File: src/rtl/gate_sweep_pkg.sv
// Shared types and constants for the gate sweep controller.
// Truth tables are indexed by input vector: bit i = output for vector i.
package gate_sweep_pkg;

    typedef enum logic [1:0] {
        S_IDLE   = 2'd0,
        S_WAIT   = 2'd1,
        S_SAMPLE = 2'd2,
        S_DONE   = 2'd3
    } state_e;

    function automatic int nvec(input int n);
        return 1 << n;
    endfunction

    localparam logic [3:0] TT_AND2 = 4'b1000;
    localparam logic [3:0] TT_OR2  = 4'b1110;
    localparam logic [3:0] TT_XOR2 = 4'b0110;

endpackage

File: src/rtl/sweep_settle_timer.sv
// Settle down-counter: load arms it for SETTLE wait cycles,
// expire is high while the count has reached zero.
module sweep_settle_timer #(
    parameter int SETTLE = 1
) (
    input  logic clk,
    input  logic rst_n,
    input  logic load,
    input  logic en,
    output logic expire
);

    localparam int W = (SETTLE > 1) ? $clog2(SETTLE) : 1;
    localparam logic [W-1:0] LOADV = W'(SETTLE - 1);

    logic [W-1:0] cnt_q;
    logic [W-1:0] cnt_d;

    // Next count: load wins, otherwise count down to zero and stop
    always_comb begin
        cnt_d = cnt_q;
        if (load) begin
            cnt_d = LOADV;
        end else if (en && (cnt_q != '0)) begin
            cnt_d = cnt_q - W'(1);
        end
    end

    // Counter register
    always_ff @(posedge clk or negedge rst_n) begin
        if (!rst_n) begin
            cnt_q <= '0;
        end else begin
            cnt_q <= cnt_d;
        end
    end

    assign expire = (cnt_q == '0);

endmodule

File: src/rtl/gate_sweep_ctrl.sv
// Exhaustive stimulus sequencer and checker for a small gate:
// drives every input vector, samples after settling, scores result.
module gate_sweep_ctrl
    import gate_sweep_pkg::*;
#(
    parameter int                     N_IN   = 2,
    parameter int                     SETTLE = 1,
    parameter logic [nvec(N_IN)-1:0]  TRUTH  = TT_AND2
) (
    input  logic            clk,
    input  logic            rst_n,
    input  logic            start,
    input  logic            abort,
    output logic [N_IN-1:0] gut_in,
    input  logic            gut_out,
    output logic            busy,
    output logic            done,
    output logic            pass,
    output logic [N_IN:0]   err_cnt,
    output logic            fail_valid,
    output logic [N_IN-1:0] first_fail_idx
);

    localparam logic [N_IN-1:0] LAST = {N_IN{1'b1}};

    state_e          state_q, state_d;
    logic [N_IN-1:0] idx_q, idx_d;
    logic [N_IN:0]   err_q, err_d;
    logic            fv_q, fv_d;
    logic [N_IN-1:0] ffi_q, ffi_d;
    logic            pass_q, pass_d;
    logic            t_load, t_en, t_expire;

    sweep_settle_timer #(
        .SETTLE (SETTLE)
    ) u_timer (
        .clk    (clk),
        .rst_n  (rst_n),
        .load   (t_load),
        .en     (t_en),
        .expire (t_expire)
    );

    // Sweep FSM and scoreboard next-state; abort pre-empts sampling
    always_comb begin
        state_d = state_q;
        idx_d   = idx_q;
        err_d   = err_q;
        fv_d    = fv_q;
        ffi_d   = ffi_q;
        pass_d  = pass_q;
        t_load  = 1'b0;
        t_en    = 1'b0;
        unique case (state_q)
            S_IDLE: begin
                if (start) begin
                    idx_d   = '0;
                    err_d   = '0;
                    fv_d    = 1'b0;
                    ffi_d   = '0;
                    pass_d  = 1'b0;
                    t_load  = 1'b1;
                    state_d = S_WAIT;
                end
            end
            S_WAIT: begin
                if (abort) begin
                    pass_d  = 1'b0;
                    state_d = S_IDLE;
                end else begin
                    t_en = 1'b1;
                    if (t_expire) begin
                        state_d = S_SAMPLE;
                    end
                end
            end
            S_SAMPLE: begin
                if (abort) begin
                    pass_d  = 1'b0;
                    state_d = S_IDLE;
                end else begin
                    if (gut_out != TRUTH[idx_q]) begin
                        err_d = err_q + (N_IN+1)'(1);
                        if (!fv_q) begin
                            fv_d  = 1'b1;
                            ffi_d = idx_q;
                        end
                    end
                    if (idx_q == LAST) begin
                        state_d = S_DONE;
                    end else begin
                        idx_d   = idx_q + N_IN'(1);
                        t_load  = 1'b1;
                        state_d = S_WAIT;
                    end
                end
            end
            S_DONE: begin
                pass_d  = abort ? 1'b0 : (err_q == '0);
                state_d = S_IDLE;
            end
            default: begin
                state_d = S_IDLE;
            end
        endcase
    end

    // State and result registers
    always_ff @(posedge clk or negedge rst_n) begin
        if (!rst_n) begin
            state_q <= S_IDLE;
            idx_q   <= '0;
            err_q   <= '0;
            fv_q    <= 1'b0;
            ffi_q   <= '0;
            pass_q  <= 1'b0;
        end else begin
            state_q <= state_d;
            idx_q   <= idx_d;
            err_q   <= err_d;
            fv_q    <= fv_d;
            ffi_q   <= ffi_d;
            pass_q  <= pass_d;
        end
    end

    assign gut_in         = idx_q;
    assign busy           = (state_q != S_IDLE);
    assign done           = (state_q == S_DONE);
    assign pass           = pass_q;
    assign err_cnt        = err_q;
    assign fail_valid     = fv_q;
    assign first_fail_idx = ffi_q;

endmodule

File: config.mk
export PLATFORM = sky130hd
export DESIGN_NAME = gate_sweep_ctrl
export DESIGN_NICKNAME = d
export VERILOG_FILES = /design/src/rtl/gate_sweep_pkg.sv /design/src/rtl/sweep_settle_timer.sv /design/src/rtl/gate_sweep_ctrl.sv
export SDC_FILE = /design/constraint.sdc
export NUM_CORES = 1
export LEC_CHECK = 0
export BUFFER_PORTS_ARGS = -buffer_cell sky130_fd_sc_hd__buf_4
export CORE_ASPECT_RATIO = 1.2
export CORE_MARGIN = 3
export CORE_UTILIZATION = 48
export DETAILED_ROUTE_END_ITERATION = 12
export GPL_TIMING_DRIVEN = 0
export PLACE_DENSITY = 0.85
export REMOVE_ABC_BUFFERS = 1
export SYNTH_ARGS = -nofsm -noshare
export SYNTH_HDL_FRONTEND = slang
export SYNTH_SLANG_ARGS = --single-unit
File: constraint.sdc
create_clock -name clk -period 1.66 [get_ports clk]
set_input_delay 0.166 -clock clk [delete_from_list [all_inputs] [get_ports clk]]
set_output_delay 0.166 -clock clk [all_outputs]
set_load 0.01 [all_outputs]
==> flow_metrics.tcl <==
set metrics [dict create \
    status "finished, final reports clean" \
    first_pass_iters 4 \
    ir_worst_vdd_mv 0.955 \
    post-place-ws_ns -0.266 \
    row_count 15 \
    grt_max_degree 13 \
    postSynthCellCount 85 \
    synth.distinct_cells 32 \
    grt_pass1_vias 684 \
    setup.worst_path.end_class "flip-flop" \
    power_density_mw_per_mm2 1420 \
    setup_viol 0 \
    crit_required_ns 1.83 \
    diodes 0 \
    vias_per_cell 5.88 \
    die_h_um 51.5 \
    yosysSeqAreaShare 0.363 \
    globalplace.congestion 0.768 \
    grt_pass1_wl_mm 3.11 \
    final_cell_mix "buf_4 (25), nand2_1 (11), dfrtp_1 (11)" \
    cts_inserted_buffers 3 \
    r2r_cells 6 \
    fmax_mhz 609 \
    coreArea_mm2 0.00152 \
    worst_slew_pin_slew_ns 0.368 \
    finalHoldViolations 0 \
    start_util 0.545 \
    fin_crit_sh 0.989 \
    worstSkewPairLatency_ns 0.28 \
    cts_tree "yes" \
    layout.cells.non_filler 127 \
    path_class "reg2reg" \
    grt_overflow 0 \
    cp_num_cells 6 \
    period_needed_ns 1.64 \
    die_w_um 43.9 \
    io_buffers 15 \
    drt_iter0_drc 25 \
    grt_usage 0.186 \
    clkTransAtPathRegs_ns 0.08 \
    layout.nets 127 \
    syn_area_per_cell_um2 9.74 \
    synth_area_um2 828 \
    hpwlAfterDp_mm 1.31 \
    ys_ff_latch 12 \
    cts_root_buf "clkbuf_4" \
    ys_warn_count 0 \
    die-area_mm2 0.00226 \
    final_max_slew_viol_count 0 \
    area_growth_pct 37.3 \
    final_common_cell "buf_4" \
    layout_setup_ws_ns 0.0180 \
    clk_path_buf_depth 2 \
    cts_max_level 1 \
    drive_gt1_frac 0.409 \
    hold_depth 2 \
    max_stage_delay_ns 0.45 \
    ant_nets 0 \
    cp.arrival_ns 1.81 \
    num_vias 747 \
    synth_top_area_frac 0.363 \
    cp_top_family "compound AO/OA/AOI/OAI gates" \
    cp-start-kind "flip-flop" \
    cap_viol_max_count 0 \
    hp-class "in2reg" \
    fin_skew_ns 0.000921 \
    relSlewSlack 0.752 \
    leakage_uw 0.000550 \
    cp_cell_sequence "inv_2 > ha_4 > mux2i_1 > a221o_1 > o31ai_2 > a22o_1" \
    dp.cells 113 \
    cp_slowest_cell "dfrtp_2" \
    drt-total-wl_mm 2.16 \
    ys_top_cells_by_area "dfrtp_1 (36%), ha_1 (15%), nand2_1 (5.4%)" \
    yosysTopAreaCell "dfrtp_1" \
    critical_path_buf_inv_count 1 \
    crit_fanout 5 \
    numClockSinks 12 \
    wl_per_cell_um 17.0 \
    drc 0 \
    io_pins 16 \
    antenna_found_initial 0 \
]
final cells by class:
type	count	area, um2
clock buffer	3	22.5
tap	17	21.3
timing repair buffer	26	198
sequential	12	302
inverter	9	36.3
fill	108	383
multi-input combinational	60	558
layer usage:
metal  routed length [um]  vias to the layer above  global-route usage
met5                    0                        -                   0
met4                   44                        0              0.0905
met3                   70                        7              0.0242
met2                 1100                       19               0.316
met1                  947                      371               0.227
li1                     -                      350                   -
logic make-up (layout without fill, tap and decap cells):
family	count (synthesis)	after routing	synth area share
muxes	3	3	0.0363
adders and majority gates	10	10	0.151
AOI/OAI and AO/OA	22	22	0.225
xor gates and xnor gates	1	1	0.0106
and+or+nand+nor	24	24	0.144
DFF	12	12	0.363
buffers and inverters	13	38	0.0710
sequential cells by signal (all words and copies together), names as in the netlist:
register / cells
fail_valid: 1
state_q: 2
u_timer.cnt_q: 1
first_fail_idx: 2
pass: 1
err_cnt: 3
gut_in: 2
worst register-to-register path: cells and delay by family (launching register included):
kind	cells	cell delay, ns
mux	1	0.30
compound gates	3	0.50
flops	1	0.45
buf+inv	1	0.11
fa+ha+maj	1	0.18
power by group:
part           switching, uW  total (uW)  internal [uW]
combinational            494         983            490
sequential              81.7         443            361
clock                    104         188           84.1
timing repair:
action | in CTS | in global routing
hold buffers | 1 | 0
endpoints found under the setup margin | 8 | 8
setup buffers | 3 | 7
pin swaps | 1 | 10
resized for setup | 8 | 13
endpoints found under the hold margin | 12 | 0
cells in the mapped netlist (all sizes together):
cell type  instances
inv                9
nor3               2
nor2b              2
a32oi              1
o311ai             1
o2bb2ai            1
and3               1
nand2b             1
dfrtp             12
a22o               1
o32a               1
o41ai              2
clkbuf             1
buf                3
xnor2              1
nor2               2
mux2i              3
o211a              1
nand3              2
nand3b             1
o31ai              2
a211o              1
o21ai              7
or3                1
ha                10
a221o              2
nand2             12
a21oi              2
path summary, 6_finish.rpt:
path,from,end,slack [ns]
worst max-delay path,state_q[1],first_fail_idx[1],0.02
worst min-delay path,abort,pass,0.24
worst max register to register,state_q[1],first_fail_idx[1],0.02
worst min register to register,pass,pass,0.55
max in group asynchronous,rst_n,state_q[1],1.23
min in group asynchronous,rst_n,first_fail_idx[0],0.26
per-stage QoR:
step	hold slack, ns	utilization	cell area, um2	power (uW)	TNS [ns]
final	0.241	0.748	1140	1610	0
after floorplan	-0.130	-	803	901	-0.0265
after detailed placement	0.0174	0.616	937	1130	-1.13
after global placement	0.0154	0.616	937	1100	-0.586
after CTS	0.202	0.677	1030	1420	-0.0815
after global routing	0.262	0.748	1140	1710	-0.0710
No activity file was read; power rests on OpenSTA's default activity.
